--- src/rtl/spi_slave_rx.sv ---
// SPI receiver: oversamples sclk/cs/mosi on clk and rebuilds DATA_W-bit frames.
// Samples on falling sclk; flags frames that cs truncates early.
module spi_slave_rx #(
  parameter int DATA_W      = 12,
  parameter bit LSB_FIRST   = 1'b1,
  parameter int SYNC_STAGES = 2
) (
  input  logic              clk,
  input  logic              rst,
  input  logic              sclk,
  input  logic              cs,
  input  logic              mosi,
  output logic [DATA_W-1:0] dout,
  output logic              done,
  output logic              busy,
  output logic              frame_err
);

  localparam int CW = $clog2(DATA_W + 1);
  localparam logic [CW-1:0] LAST = CW'(DATA_W - 1);

  localparam logic [1:0] S_IDLE  = 2'd0;
  localparam logic [1:0] S_SHIFT = 2'd1;
  localparam logic [1:0] S_WAIT  = 2'd2;

  logic [SYNC_STAGES-1:0] r_sclk_q;
  logic [SYNC_STAGES-1:0] r_cs_q;
  logic [SYNC_STAGES-1:0] r_mosi_q;
  logic                   r_sclk_prev;
  logic                   r_cs_prev;

  logic [1:0]        r_state;
  logic [CW-1:0]     r_bitcnt;
  logic [DATA_W-1:0] r_shreg;
  logic [DATA_W-1:0] r_dout;
  logic              r_done;
  logic              r_busy;
  logic              r_ferr;

  logic              w_sclk_s;
  logic              w_cs_s;
  logic              w_mosi_s;
  logic              w_fall;
  logic              w_cs_rise;
  logic              w_last;
  logic [DATA_W-1:0] w_next;

  // Equal-depth chains keep the three pins aligned with each other
  always_ff @(posedge clk or negedge rst) begin
    if (!rst) begin
      r_sclk_q    <= '0;
      r_cs_q      <= '1;
      r_mosi_q    <= '0;
      r_sclk_prev <= 1'b0;
      r_cs_prev   <= 1'b1;
    end else begin
      r_sclk_q    <= {r_sclk_q[SYNC_STAGES-2:0], sclk};
      r_cs_q      <= {r_cs_q[SYNC_STAGES-2:0], cs};
      r_mosi_q    <= {r_mosi_q[SYNC_STAGES-2:0], mosi};
      r_sclk_prev <= w_sclk_s;
      r_cs_prev   <= w_cs_s;
    end
  end

  assign w_sclk_s  = r_sclk_q[SYNC_STAGES-1];
  assign w_cs_s    = r_cs_q[SYNC_STAGES-1];
  assign w_mosi_s  = r_mosi_q[SYNC_STAGES-1];
  assign w_fall    = r_sclk_prev & ~w_sclk_s;
  assign w_cs_rise = ~r_cs_prev & w_cs_s;
  assign w_last    = (r_bitcnt == LAST);

  generate
    if (LSB_FIRST) begin : g_lsb
      assign w_next = {w_mosi_s, r_shreg[DATA_W-1:1]};
    end else begin : g_msb
      assign w_next = {r_shreg[DATA_W-2:0], w_mosi_s};
    end
  endgenerate

  always_ff @(posedge clk or negedge rst) begin
    if (!rst) begin
      r_state  <= S_IDLE;
      r_bitcnt <= '0;
      r_shreg  <= '0;
      r_dout   <= '0;
      r_done   <= 1'b0;
      r_busy   <= 1'b0;
      r_ferr   <= 1'b0;
    end else begin
      r_done <= 1'b0;
      r_ferr <= 1'b0;
      case (r_state)
        S_IDLE: begin
          if (!w_cs_s) begin
            r_state  <= S_SHIFT;
            r_bitcnt <= '0;
            r_busy   <= 1'b1;
          end
        end
        S_SHIFT: begin
          // The sample wins over a coincident cs rise
          if (w_fall) begin
            r_shreg  <= w_next;
            r_bitcnt <= r_bitcnt + 1'b1;
            if (w_last) begin
              r_dout  <= w_next;
              r_done  <= 1'b1;
              r_busy  <= 1'b0;
              r_state <= w_cs_rise ? S_IDLE : S_WAIT;
            end else if (w_cs_rise) begin
              r_ferr  <= 1'b1;
              r_busy  <= 1'b0;
              r_state <= S_IDLE;
            end
          end else if (w_cs_rise) begin
            r_ferr  <= (r_bitcnt != '0);
            r_busy  <= 1'b0;
            r_state <= S_IDLE;
          end
        end
        S_WAIT: begin
          if (w_cs_rise) begin
            r_state <= S_IDLE;
          end
        end
        default: begin
          r_state <= S_IDLE;
          r_busy  <= 1'b0;
        end
      endcase
    end
  end

  assign dout      = r_dout;
  assign done      = r_done;
  assign busy      = r_busy;
  assign frame_err = r_ferr;

endmodule

--- config.mk ---
export PLATFORM = sky130hd
export DESIGN_NAME = spi_slave_rx
export DESIGN_NICKNAME = d
export VERILOG_FILES = /design/src/rtl/spi_slave_rx.sv
export SDC_FILE = /design/constraint.sdc
export NUM_CORES = 1
export LEC_CHECK = 0
export CAP_MARGIN = 20
export CORE_MARGIN = 5
export CORE_UTILIZATION = 45
export DETAILED_ROUTE_END_ITERATION = 6
export PLACE_DENSITY = 0.69
export SLEW_MARGIN = 20
export SYNTH_ARGS = -nofsm -noshare
export SYNTH_HDL_FRONTEND = slang
export SYNTH_SLANG_ARGS = --single-unit
export TNS_END_PERCENT = 5
--- constraint.sdc ---
create_clock -name clk -period 1.4 [get_ports clk]
set_input_delay 0.28 -clock clk [delete_from_list [all_inputs] [get_ports clk]]
set_output_delay 0.28 -clock clk [all_outputs]
set_load 0.01 [all_outputs]
### After elaboration in Yosys (flattened, before gate mapping)

Cells that the tools add are included.

| word-level totals | value |
|---|---|
| flip-flop bits (word level) | 41 |
| bits of input ports | 5 |
| output and inout bits | 15 |
| word-level logic and storage cells | 52 |

| cells by class | value |
|---|---|
| $add $sub $neg | 1 |
| equality and inequality tests | 5 |
| mux-type cells | 22 |
| bitwise gates (word level) | 5 |
| reduce and logical (&&, ||, !) cells | 7 |

Operators by type and width:

| cell | number |
|---|---|
| $mux W1 | 12 |
| $mux W2 | 5 |
| $mux W4 | 2 |
| $pmux W4 S2 | 1 |
| $pmux W2 S3 | 1 |
| $reduce_and A3 Y1 | 2 |
| $add A4 B1 Y4 const B | 1 |
| $eq A4 B4 Y1 const B | 1 |
| $ne A2 B2 Y1 const B | 2 |
| $reduce_and A2 Y1 | 2 |
| $reduce_bool A4 Y1 | 1 |
| $not A1 Y1 | 3 |
| $pmux W1 S3 | 1 |
| $and A1 B1 Y1 | 2 |
| $eq A2 B1 Y1 const B | 1 |
| $eq A2 B2 Y1 const B | 1 |
| $logic_not A2 Y1 | 1 |
| $reduce_bool A2 Y1 | 1 |

### Longest topological paths before layout

| depth | value |
|---|---|
| depth after elaboration | 6 |
| gate-level depth with buffers | 6 |
| mapped depth without buffers | 5 |

### Worst setup path before layout

Ideal clock, no wire load.

| timing | value |
|---|---|
| path kind | reg2reg |
| from | register r_state[1] |
| to | register r_dout[10] (netlist: dout[10]) |
| setup time | 0.125 ns |
| arrival time | 1.313 ns |
| setup slack | -0.038 ns |
| cell stages (with the launch flop) | 6 |
| buffers on the path | 2 |
| clock period less this slack | 1.438 ns |
| cell sequence | dfrtp_1 nand4bb_1 buf_6 nor2_8 buf_12 mux2_4 |

| on the way | value |
|---|---|
| cells in the longest elaborated chain, start to end | 2 |

Ends and longest elaborated chain:

| element | RTL line | text |
|---|---|---|
| from (decl) | 32 | `logic [1:0] r_state;` |
| from (signal assigned) | 109 | `r_state <= w_cs_rise ? S_IDLE : S_WAIT;` |
| $eq A2 B1 Y1 | 92 | `case (r_state)` |
| $reduce_and A3 Y1 (no line) | -- |  |
| to (signal assigned) | 106 | `r_dout <= w_next;` |
| to (decl) | 35 | `logic [DATA_W-1:0] r_dout;` |

Every way passes these cells.
A chain may end at the register's enable or synchronous reset.

### Final worst setup path

| timing | value |
|---|---|
| from | register r_state[1] |
| to | register r_dout[11] (netlist: dout[11]) |

Same word-level chain as after synthesis.

==> qor.csv <==
stage,metric,value,unit
yosys,synth-async-reset-ratio,100.0,%
layout,drive_gt1_share,26.47,%
floorplanning,die_y,70.31,um
sta,fmax,0.7038,GHz
yosys,synth-seq-cells,40,
yosys,synth_common_cells,"37 x dfrtp_1, 34 x nand2_1, 9 x mux2_4",
placement,placed_area,1966,um2
layout,final_cells,218,
route,routed_wl,2822,um
global_routing,use_met1,16.02,%
setup_path,crit_slowest_cell,dfrtp_1,
setup_path,cp-startpoint,r_state[1],
yosys,yosysMostFrequentCell,dfrtp_1,
yosys,synthXorXnorAreaFrac,0,%
global_routing,grt_util_met3,3.597,%
sta,worstMarginPinSlew,0.2735,ns
route,postRouteAntennaNets,0,
yosys,yosysWarnings,0,
global_routing,grt_pass1_vias,1147,
setup_path,critPathMaxStageDelay,0.40,ns
route,vias,1081,
floorplanning,die_w,70.31,um
sta,hold_viol,0,
setup_path,critPathBufInv,2,
yosys,syn_avg_cell_area,12.49,um2
yosys,synthMuxAreaShare,10.93,%
clock_network,htreeDepth,2,
layout,area_growth,28.29,%
hold_path,hold_depth,1,
yosys,synth_cell_type_count,33,
yosys,synth_compound_area_share,5.275,%
route,remaining_drc_errors,0,
layout,num-fill-cells,310,
yosys,synth-main-ff-cell,dfrtp_1,
yosys,synth-edff-count,0,
floorplanning,core_area,3578,um2
clock_network,root_buffer,clkbuf_4,
yosys,yosysSeqAreaShare,61.39,%
route,drt-wirelength-per-cell,12.94,um
route,first_iter_violations,51,
yosys,syn_area,1637,um2
global_routing,grt.total_usage,12.98,%
setup_path,setup.worst_path.end,dout[11],
power,fin_total_pwr,2.574,mW
layout,fin_area,2100,um2
global_routing,grt_use_met2,20.58,%
status,violations,negative setup slack,
power,leakagePower,1.126,nW
floorplanning,std_cell_rows,22,
clock_network,cts_buffer_depth,2,
hold_path,hold_class,input port to register,
global_routing,grt_max_degree,41,
route,via_per_inst,4.959,
sta,slew_headroom,81.63,%
yosys,synth_nets,138,
clock_network,clock_latency,0.35,ns
sta,rsz0062_at_grt,true,
setup_path,cp_cell_sequence,nand4bb_4 -> buf_6 -> nor2_8 -> buf_4 -> mux2_1,
power,cellPowerDensity,1226,nW/um2
status,status,"finished, violations left",
floorplanning,pin_count,20,
setup_path,start_kind,register,
floorplanning,dieArea,4943,um2
setup_path,path_max_fanout,6,
setup_path,critical_path_arrival,1.65,ns
setup_path,rrSetupSlack,-0.02,ns
placement,port_buffers,19,
floorplanning,initial_core_util,45.73,%
route,dr.pass1.iters,4,
yosys,synth_top_cell_by_area,dfrtp_1,
sta,finalSetupViolCount,12,
setup_path,cpLargestDelayFamily,flip-flops,
setup_path,cp_num_cells,5,
yosys,synth_area_leaders,"dfrtp_1 57%, mux2_4 8.3%, nand2_1 7.8%",
setup_path,worstPathRequired,1.63,ns
sta,slew_viol_final,0,
flow_run,cap_violations,0,
layout,diodes,0,
global_routing,grt_busiest_layer,met2,
power,vdd_ir_drop_max,0.0007814,V
sta,finClkSkew,0.01037,ns
yosys,synthAdderAreaFrac,1.529,%
clock_network,cts_sinks,40,
global_routing,grt_pass1_wl,5154,um
setup_path,rr_startpoint,r_state[1],
layout,final_nets,176,
sta,fin_crit_sh,101.5,%
sta,final.min_clock_period,1.421,ns
setup_path,critical_path.endpoint_type,register,
clock_network,numCtsBuffers,5,
yosys,synth_top_area_share,56.57,%
placement,gp_routability_congestion,0.8355,
yosys,synth_top_family_by_area,simple AND/OR/NAND/NOR gates,
clock_network,clkTransAtPathRegs,0.11,ns
setup_path,reg2reg_depth,5,
setup_path,rr_endpoint,dout[11],
layout,finish.utilization,58.67,%
clock_network,cts_tree,yes,
placement,dpl.hpwl,1960,um
yosys,netlist_instances,131,
setup_path,critical_path_class,register to register,
sta,setup_slack,-0.02087,ns
yosys,synth-simple-area-share,16.67,%
global_routing,antenna_found_initial,0,
placement,post-place-cells,207,
global_routing,grt_overflow,0,
-- layout by cell type (no fill, tap or decap), types with 3 or more instances in the layout --
cell type	count
buf_4	14
clkbuf_4	5
clkdlybuf4s50_1	3
dfrtp_1	37
dfstp_2	3
dlygate4sd2_1	15
inv_1	4
mux2_1	3
mux2_4	9
nand2_1	34
nor2_1	3
nor3_1	4
-- cell type report --
type,instances,area [um2],share of cell area [%]
Sequential cell,40,1005,47.85
Multi-Input combinational cell,81,591.8,28.19
Timing Repair Buffer,37,332.8,15.85
Clock buffer,7,65.06,3.099
Tap cell,48,60.06,2.861
Clock inverter,1,30.03,1.430
Inverter,4,15.01,0.7151
-- timing repair --
action                                 CTS  global route
hold buffers                             1             0
buffers inserted                         1             1
endpoints found under the hold margin   37             0
gates resized for setup                 18             3
setup endpoints to repair               29            23
-- metal layers --
metal  up-vias  routed length (um)
li1        516                   -
met1       543                1321
met2        15                1353
met3         7                  83
met4         0                  63
met5         -                   0
-- where the power goes --
group          total [mW]  internal, mW  switching (mW)
clock network       0.842         0.474           0.368
registers            1.36          1.28          0.0835
logic               0.371         0.187           0.184
-- cell families after synthesis --
kind of cell	Yosys count
adders and majority gates	2
DFF	40
buffers and inverters	10
muxes	13
and+or+nand+nor	53
AOI/OAI and AO/OA	13
-- through the flow --
stage | hold slack, ns | setup WS, ns | TNS [ns]
after floorplan | -0.01559 | -0.02661 | -0.2395
after global placement | 0.2568 | -0.01188 | -0.06360
after detailed placement | 0.2744 | -0.04355 | -0.4582
after CTS | 0.3202 | -0.05118 | -0.4963
after global routing | 0.3317 | -0.07107 | -0.7488
final | 0.3371 | -0.02087 | -0.1630
-- how the worst min path moves through the flow --
stage / from / endpoint
after floorplan: rst / busy
after global placement: rst / r_state[0]
after detailed placement: rst / r_sclk_q[0]
after CTS: cs / r_cs_q[0]
after global routing: cs / r_cs_q[0]
final: cs / r_cs_q[0]
-- state kept, by name (all words and copies together), names as in the netlist --
name,flops
r_bitcnt,4
r_shreg,11
r_state,2
r_cs_prev,1
done,1
dout,12
r_mosi_q,2
r_cs_q,2
frame_err,1
r_sclk_q,2
busy,1
r_sclk_prev,1
No activity file was read; power rests on OpenSTA's default activity.
